$ cat src/rtl/control_sequencer.sv
// control_sequencer: fetch/decode/execute controller for the 4-bit microcore.
// Drives the instruction-register enable and the program-memory address,
// sequences a 4x4-bit register file with one-cycle read latency, and
// implements a 4-bit ADD with zero and carry flags.
module control_sequencer #(
   parameter int unsigned ACK_TIMEOUT = 8,
   parameter logic [3:0]  RESET_PC    = 4'h0
) (
   input  logic       clk,
   input  logic       rst,
   input  logic       start,
   input  logic [1:0] ir_mnm,
   input  logic [1:0] ir_wr_addr_mnm,
   input  logic [3:0] ir_rd_addr_wr_data,
   input  logic       ir_ack,
   output logic       ir_ena,
   output logic [3:0] pc_out,
   output logic [1:0] rf_rd_addr,
   input  logic [3:0] rf_rd_data,
   output logic       rf_wr_en,
   output logic [1:0] rf_wr_addr,
   output logic [3:0] rf_wr_data,
   output logic       zero_flag,
   output logic       carry_flag,
   output logic       busy,
   output logic       halted,
   output logic       fault
);

   typedef enum logic [1:0] {
      OP_LDI = 2'b00,
      OP_MOV = 2'b01,
      OP_ADD = 2'b10,
      OP_SYS = 2'b11
   } op_e;

   typedef enum logic [1:0] {
      SYS_NOP  = 2'b00,
      SYS_JMP  = 2'b01,
      SYS_JZ   = 2'b10,
      SYS_HALT = 2'b11
   } sys_e;

   typedef enum logic [3:0] {
      S_IDLE,
      S_FETCH,
      S_DECODE,
      S_READ1,
      S_READ2,
      S_EXEC,
      S_WRITE,
      S_HALTED,
      S_FAULT
   } state_e;

   localparam logic [7:0] ACK_LIMIT = 8'(ACK_TIMEOUT);

   state_e     state;
   logic [3:0] pc;
   op_e        op;           // opcode of the instruction in flight
   logic [1:0] dst;          // destination register of the instruction in flight
   logic [3:0] op_b;         // source operand captured in READ2
   logic       carry_nxt;    // ADD carry, committed to carry_flag in WRITE
   logic [7:0] timeout_cnt;  // consecutive FETCH cycles without ir_ack

   // Status outputs are pure decodes of the registered state.
   assign pc_out = pc;
   assign halted = (state == S_HALTED);
   assign fault  = (state == S_FAULT);
   assign busy   = !(state inside {S_IDLE, S_HALTED, S_FAULT});

   // Sequencer FSM with registered strobes, register-file addressing and flags.
   // NOTE: every register here is assigned with <= so all updates see the
   // pre-edge values; blocking assignments would create ordering races.
   always_ff @(posedge clk) begin
      if (rst) begin
         state       <= S_IDLE;
         pc          <= RESET_PC;
         op          <= OP_LDI;
         dst         <= 2'd0;
         op_b        <= 4'd0;
         carry_nxt   <= 1'b0;
         timeout_cnt <= 8'd0;
         ir_ena      <= 1'b0;
         rf_wr_en    <= 1'b0;
         rf_rd_addr  <= 2'd0;
         rf_wr_addr  <= 2'd0;
         rf_wr_data  <= 4'd0;
         zero_flag   <= 1'b0;
         carry_flag  <= 1'b0;
      end else begin
         // NOTE: strobes default low each cycle and are raised only on entry
         // to the state that owns them, which keeps them exactly one state long.
         ir_ena   <= 1'b0;
         rf_wr_en <= 1'b0;

         case (state)
            S_IDLE: begin
               if (start) begin
                  state       <= S_FETCH;
                  ir_ena      <= 1'b1;
                  timeout_cnt <= 8'd0;
               end
            end

            S_FETCH: begin
               if (ir_ack) begin
                  state <= S_DECODE;
               end else if (timeout_cnt + 8'd1 == ACK_LIMIT) begin
                  state <= S_FAULT;
               end else begin
                  timeout_cnt <= timeout_cnt + 8'd1;
                  ir_ena      <= 1'b1;
               end
            end

            S_DECODE: begin
               op  <= op_e'(ir_mnm);
               dst <= ir_wr_addr_mnm;
               case (op_e'(ir_mnm))
                  OP_LDI: begin
                     rf_wr_addr <= ir_wr_addr_mnm;
                     rf_wr_data <= ir_rd_addr_wr_data;
                     rf_wr_en   <= 1'b1;
                     state      <= S_WRITE;
                  end
                  OP_MOV, OP_ADD: begin
                     rf_rd_addr <= ir_rd_addr_wr_data[1:0];
                     state      <= S_READ1;
                  end
                  default: begin
                     case (sys_e'(ir_wr_addr_mnm))
                        SYS_HALT: state <= S_HALTED;
                        default: begin
                           if (sys_e'(ir_wr_addr_mnm) == SYS_JMP)
                              pc <= ir_rd_addr_wr_data;
                           else if (sys_e'(ir_wr_addr_mnm) == SYS_JZ && zero_flag)
                              pc <= ir_rd_addr_wr_data;
                           else
                              pc <= pc + 4'd1;
                           state       <= S_FETCH;
                           ir_ena      <= 1'b1;
                           timeout_cnt <= 8'd0;
                        end
                     endcase
                  end
               endcase
            end

            // Source address is on the bus; for ADD, queue the destination
            // read so its data arrives in EXEC.
            S_READ1: begin
               if (op == OP_ADD)
                  rf_rd_addr <= dst;
               state <= S_READ2;
            end

            S_READ2: begin
               op_b <= rf_rd_data;
               if (op == OP_MOV) begin
                  rf_wr_addr <= dst;
                  rf_wr_data <= rf_rd_data;
                  rf_wr_en   <= 1'b1;
                  state      <= S_WRITE;
               end else begin
                  state <= S_EXEC;
               end
            end

            S_EXEC: begin
               {carry_nxt, rf_wr_data} <= {1'b0, rf_rd_data} + {1'b0, op_b};
               rf_wr_addr <= dst;
               rf_wr_en   <= 1'b1;
               state      <= S_WRITE;
            end

            S_WRITE: begin
               zero_flag <= (rf_wr_data == 4'd0);
               if (op == OP_ADD)
                  carry_flag <= carry_nxt;
               pc          <= pc + 4'd1;
               state       <= S_FETCH;
               ir_ena      <= 1'b1;
               timeout_cnt <= 8'd0;
            end

            S_HALTED: state <= S_HALTED;
            S_FAULT:  state <= S_FAULT;
            default:  state <= S_FAULT;
         endcase
      end
   end

endmodule

$ cat config.mk
export PLATFORM = sky130hd
export DESIGN_NAME = control_sequencer
export DESIGN_NICKNAME = d
export VERILOG_FILES = /design/src/rtl/control_sequencer.sv
export SDC_FILE = /design/constraint.sdc
export NUM_CORES = 1
export LEC_CHECK = 0
export CORE_MARGIN = 4
export CORE_UTILIZATION = 53
export DETAILED_ROUTE_END_ITERATION = 7
export PLACE_DENSITY = 0.79
export SLEW_MARGIN = 30
export SYNTH_ARGS = -nofsm -noshare
export SYNTH_HDL_FRONTEND = slang
export SYNTH_SLANG_ARGS = --single-unit
$ cat constraint.sdc
create_clock -name clk -period 2.4 [get_ports clk]
set_input_delay 0.24 -clock clk [delete_from_list [all_inputs] [get_ports clk]]
set_output_delay 0.24 -clock clk [all_outputs]
set_load 0.02 [all_outputs]
==> key figures, run 1 <==
Setup path
  – Startpoint type of the worst setup path: register
  – Critical path class: reg -> reg
  – CP arrival: 2.32 ns
  – Worst setup EP type: register
  – CP Max Fanout: 7
  – Worst EP required: 2.57 ns

Layout
  – Nets: 335
  – Area growth, synth to finish: 23.0%
  – Share of post-route cells with drive strength above 1: 8.44%
  – Antenna fix cells: 0
  – Fin util: 66.9%
  – Non-filler cells, final: 358

Timing
  – Setup Viol. Count Final: 0
  – Fin. Hold Viols: 0
  – Setup Skew: 0.00742 ns
  – Tmin final: 2.15 ns
  – Hold Slack: 0.481 ns
  – Post-route worst setup slack: 0.252 ns
  – Max Slew Vio Count: 0
  – Unrepaired setup endpoints after global routing: no
  – Relative slew slack: 64.5%
  – Top achievable clock speed: 465 MHz
  – Least-Margin Pin Slew: 0.530 ns
  – Final Cycle Share: 89.5%

Yosys
  – Commonest register cell after synthesis: dfxtp_1
  – Ys async rst share: 0%
  – Post-Syn Area per Cell: 8.00 µm²
  – Library cells used by synthesis: 55
  – Post-Syn Instances: 272
  – Synthesized area: 2180 µm²
  – Yosys warnings: 0
  – EDFF count, synth: 0
  – Post-synth net total: 298
  – Sequential fraction of the synthesis area: 34.0%
  – Yosys reg bits: 37

Place
  – Placed insts: 352
  – Place WS: -0.0184 ns
  – Global placement routability congestion: 0.847
  – Dpl hpwl: 3.90 mm
  – IO buf count: 34

Die
  – Die Width: 72.1 µm
  – Core Box Area: 4000 µm²
  – Std cell rows: 23
  – Ports: 35
  – Die Y: 72.1 µm
  – Die ar.: 5200 µm²
  – Starting Density: 54.4%

Routing
  – # DRC: 0
  – DRT Pass-1 Iters: 4
  – Starting DRT DRC Count: 182
  – Vias: 2126
  – Final WL: 5.35 mm
  – Post-route ant nets: 0
  – DR WL/cell: 14.9 µm
  – Number of vias per cell: 5.94

Clocking
  – # hold bufs at CTS: 0
  – Worst-path clk slew: 0.07 ns
  – TritonCTS clock tree: done
  – CTS root buffer: clkbuf_8
  – Clock buffer count from CTS: 5
  – Post-CTS Resized: 0
  – Post-CTS setup buffers: 0
  – H-tree Lvls: 2
  – Clk sink count: 37
  – CTS max path bufs: 2
  – Worst-Skew Late Latency: 0.29 ns

Run status
  – Status: complete, no violations

Power and ir drop
  – Final Total Pwr: 1.37 mW
  – VDD IR max: 0.330 mV
  – Power per cell area: 510 nW/µm²
  – Pleak: 0.985 nW

Min path
  – HP Class: reg -> reg

Run
  – Max cap viols: 0

Global routing
  – GRT Total Usage: 21.1%
  – First-pass GRT wire length: 8.89 mm
  – Vias in the first global route: 1961
  – Initial antenna violation count: 0
  – Grt total ovfl: 0
  – Pin count of the biggest net entering global routing: 17
-- critical path, cell delays in order, from the launching register on --
cell      delay, ns
dfxtp_1        0.46
ha_1           0.29
and3_1         0.30
o21ai_0        0.12
a221o_1        0.33
o21bai_4       0.24
nand2b_4       0.20
o22ai_1        0.10
-- state kept, by name, summed over array words and instances, names as in the netlist --
register / flops
ir_ena: 1
op: 2
zero_flag: 1
rf_wr_data: 4
rf_wr_en: 1
rf_wr_addr: 2
state: 4
op_b: 4
dst: 2
carry_nxt: 1
pc_out: 4
rf_rd_addr: 2
timeout_cnt: 8
carry_flag: 1
-- path summary, 6_finish.rpt --
kind | startpoint | to | slack, ns | cells past startpoint
max reg2reg | timeout_cnt[0] | timeout_cnt[4] | 0.25 | 7
max | timeout_cnt[0] | timeout_cnt[4] | 0.25 | 7
min reg2reg | op_b[0] | op_b[0] | 0.48 | 2
min | op_b[0] | op_b[0] | 0.48 | 2
-- final cells by class --
class | count | area [µm²]
multi-input cells | 212 | 1340
fillers | 339 | 1320
flip-flops and latches | 37 | 741
well taps | 50 | 62.6
repair buffers | 46 | 430
clock inverters | 1 | 5.00
clock buffers | 5 | 68.8
inverters | 7 | 26.3
-- layout by cell type (no fill, tap or decap), types with 9 or more instances in the layout --
cell type / instances
nor2_1: 31
nand3_1: 11
mux2i_1: 10
clkdlybuf4s50_1: 34
a21oi_1: 23
ha_1: 9
dfxtp_1: 37
nand2_1: 33
buf_4: 12
o21ai_0: 11
-- synth_stat cells, types with 2 or more instances --
cell type / instances / share of area (%)
or2_2: 2 / 0.57
o31ai_1: 2 / 0.69
inv_1: 7 / 1.2
a21o_1: 3 / 1.0
a211o_1: 3 / 1.2
nand2_1: 33 / 5.7
nand2b_1: 5 / 1.4
mux2i_1: 10 / 4.6
clkbuf_1: 13 / 2.2
nand3b_1: 3 / 1.0
nand3_1: 11 / 2.5
a311oi_1: 4 / 1.6
a211oi_1: 3 / 1.0
a22oi_1: 2 / 0.69
a2bb2oi_1: 2 / 0.80
nor4_1: 3 / 0.86
nor3b_1: 2 / 0.69
xnor2_1: 2 / 0.80
ha_1: 9 / 5.2
dfxtp_1: 37 / 34
nor3_1: 5 / 1.1
o21ai_0: 11 / 2.5
and2_1: 3 / 0.86
nor2b_1: 3 / 0.86
a31oi_1: 5 / 1.4
nor2_1: 31 / 5.3
buf_2: 2 / 0.46
o211ai_1: 6 / 2.1
a21oi_1: 23 / 5.3
and3_1: 2 / 0.57
-- per-stage QoR --
stage | instance area, µm² | setup TNS [ns]
finish | 2680 | 0
global route | 2680 | 0
CTS | 2680 | 0
detailed placement | 2600 | -0.0288
global placement | 2600 | 0
floorplan | 2180 | 0
-- metal layers --
layer | global-route usage [%] | part of all wire [%] | vias up | wire (µm)
met2 | 33.3 | 46 | 63 | 2480
met3 | 5.26 | 5.9 | 8 | 315
met1 | 28.4 | 47 | 997 | 2490
met4 | 6.68 | 1.1 | 0 | 59
met5 | 0 | 0 | - | 0
li1 | - | - | 1058 | -
-- power by group --
part / internal, mW / switching (mW) / total (mW)
clock network: 0.191 / 0.222 / 0.414
registers: 0.636 / 0.0284 / 0.664
logic: 0.134 / 0.154 / 0.288
total: 0.961 / 0.405 / 1.37
-- logic make-up after synthesis --
logic type                 count (synthesis)  synth area share [%]
buffers and inverters                     23                  4.25
and+or+nand+nor                          113                  25.6
AOI/OAI and AO/OA                         76                  24.2
DFF                                       37                  34.0
xor gates and xnor gates                   3                  1.21
muxes                                     10                  4.60
adders and majority gates                 10                  6.09
(Power assumes the default switching activity.)
==> inputs of run 2 (changes only) <==
RECOVER_POWER = 100   (was default)
REMOVE_ABC_BUFFERS = 1   (was default)
==> run 2 against run 1 <==
Effect of this change:
- non-clock buffer count is 3 lower
- first-iteration DRC count is 34% lower
- die area stayed put
- power is 0.78% higher
- sequential share of layout area is 0.26 points higher
- routed wire length is 4.6% lower
- flip-flop and latch count stayed put
- fmax is 1.2% lower
- clock power is 6.3% higher
- setup slack worse by 0.025 ns
- clock-buffer cell count is 2 higher
- sequential power hardly changed
- critical path type is now in -> reg
- largest power group unchanged
==> key figures, run 2 (synthesis results as in run 1) <==
Global routing
  – Grt total ovfl: 0
  – Vias in the first global route: 1954
  – Pin count of the biggest net entering global routing: 30
  – Initial antenna violation count: 0
  – GRT Total Usage: 21.2%
  – First-pass GRT wire length: 8.87 mm

Place
  – Dpl cell area: 2580 µm²
  – Global placement routability congestion: 0.814
  – Dpl hpwl: 3.82 mm
  – IO buf count: 34

Routing
  – # DRC: 0
  – Number of vias per cell: 5.77
  – Final WL: 5.10 mm
  – Post-route ant nets: 0
  – DRT Pass-1 Iters: 4
  – Starting DRT DRC Count: 121
  – DR WL/cell: 14.3 µm
  – Vias: 2055

Layout
  – Nets: 332
  – Most frequent cells in the layout: dfxtp_1, nand2_1, nor2_1, a21oi_1, dlygate4sd3_1
  – Area growth, synth to finish: 21.8%
  – Largest register FFs: 8
  – Antenna fix cells: 0
  – Most common cell after layout, fill and taps aside: dfxtp_1
  – Reg with most FFs: timeout_cnt
  – Fillers: 361
  – Post-route cell area: 2650 µm²
  – Share of post-route cells with drive strength above 1: 6.54%

Power and ir drop
  – Power per cell area: 519 nW/µm²
  – Final Total Pwr: 1.38 mW
  – VDD IR max: 0.335 mV
  – Pleak: 1.03 nW

Min path
  – Hold path cells: 2
  – Hold_sp: carry_flag
  – Worst Hold Endpoint: carry_flag
  – HP Class: reg -> reg

Timing
  – Setup Skew: 0.00961 ns
  – Tmin final: 2.17 ns
  – Relative slew slack: 63.9%
  – Unrepaired setup endpoints after global routing: no
  – Fin. Hold Viols: 0
  – Max Slew Vio Count: 0
  – Setup Viol. Count Final: 0
  – Final Cycle Share: 90.6%
  – Least-Margin Pin Slew: 0.537 ns
  – Hold Slack: 0.463 ns
  – Top achievable clock speed: 460 MHz

Die
  – Die ar.: 5200 µm²
  – Core Box Area: 4000 µm²
  – Die Y: 72.1 µm
  – Starting Density: 54.4%
  – Std cell rows: 23
  – Die Width: 72.1 µm
  – Ports: 35

Clocking
  – Clock buffer count from CTS: 5
  – Post-CTS setup buffers: 0
  – CTS max path bufs: 2
  – CTS root buffer: clkbuf_8
  – Post-CTS Resized: 0
  – Clk sink count: 37
  – H-tree Lvls: 2
  – TritonCTS clock tree: done
  – Worst-path clk slew: 0.07 ns
  – # hold bufs at CTS: 0
  – Worst-Skew Late Latency: 0.29 ns

Setup path
  – Worst setup EP type: register
  – R2r startpoint: timeout_cnt[0]
  – Worst Reg-to-Reg Cells: 7
  – Reg2reg end: timeout_cnt[2]
  – CP Max Fanout: 7
  – Critical path class: in -> reg
  – CP arrival: 2.37 ns
  – Startpoint type of the worst setup path: input port
  – Worst EP required: 2.59 ns
  – Reg2reg setup slack: 0.28 ns

Run status
  – Status: complete, no violations

Run
  – Max cap viols: 0
## run 2: changes by cell type in the layout (fill, tap and decap cells not counted), sizes merged
| cell | delta |
|---|---|
| clkdlybuf4s50 | -20 |
| clkbuf | +4 |
| clkinv | -1 |
| dlygate4sd3 | +20 |
| buf | -5 |
## run 2: area by class of cell
cell class                 count  area (µm²)  share of cell area, %
clock buffer                   7        86.3                   3.25
sequential                    37         741                   27.9
multi-input combinational    212        1340                   50.4
inverter                       7        26.3                  0.991
timing repair buffer          43         400                   15.1
tap                           50        62.6                   2.36
## run 2: worst max path at each step
stage	from	to	cells after the start	slack (ns)
floorplan	state[0]	rf_wr_data[2]	5	0.33
global placement	ir_mnm[0]	timeout_cnt[5]	8	0.04
detailed placement	ir_mnm[0]	timeout_cnt[3]	8	-0.02
CTS	ir_mnm[0]	timeout_cnt[3]	8	0.26
global route	timeout_cnt[0]	timeout_cnt[7]	7	0.09
finish	ir_mnm[0]	timeout_cnt[5]	8	0.23
## run 2: worst max-delay path: stages
cell	delay, ns
clkdlybuf4s50_1	0.50
ha_1	0.19
a21boi_1	0.31
o211ai_1	0.12
a211o_1	0.36
o21bai_4	0.22
nand2b_4	0.18
o311ai_1	0.24
## run 2: metal layers
layer  part of all wire, %  global-route usage (%)
met2                    48                    34.7
met1                    46                    27.7
met3                   4.1                    4.16
met4                   1.8                    7.52
met5                     0                       0
## run 2: through the flow
step	setup slack [ns]	util, %	cells	setup TNS, ns
after global routing	0.0895	66.3	356	0
final	0.226	66.3	356	0
after floorplan	0.330	-	256	0
after global placement	0.0354	64.5	349	0
after detailed placement	-0.0207	64.5	349	-0.0369
after CTS	0.257	66.7	356	0
## run 2: report_power, final
group          switching (mW)  total, mW  leakage [nW]  internal [mW]
clock network           0.212      0.440        0.0443          0.228
logic                   0.152      0.276         0.684          0.124
registers              0.0255      0.661         0.299          0.636
total                   0.390       1.38          1.03          0.987
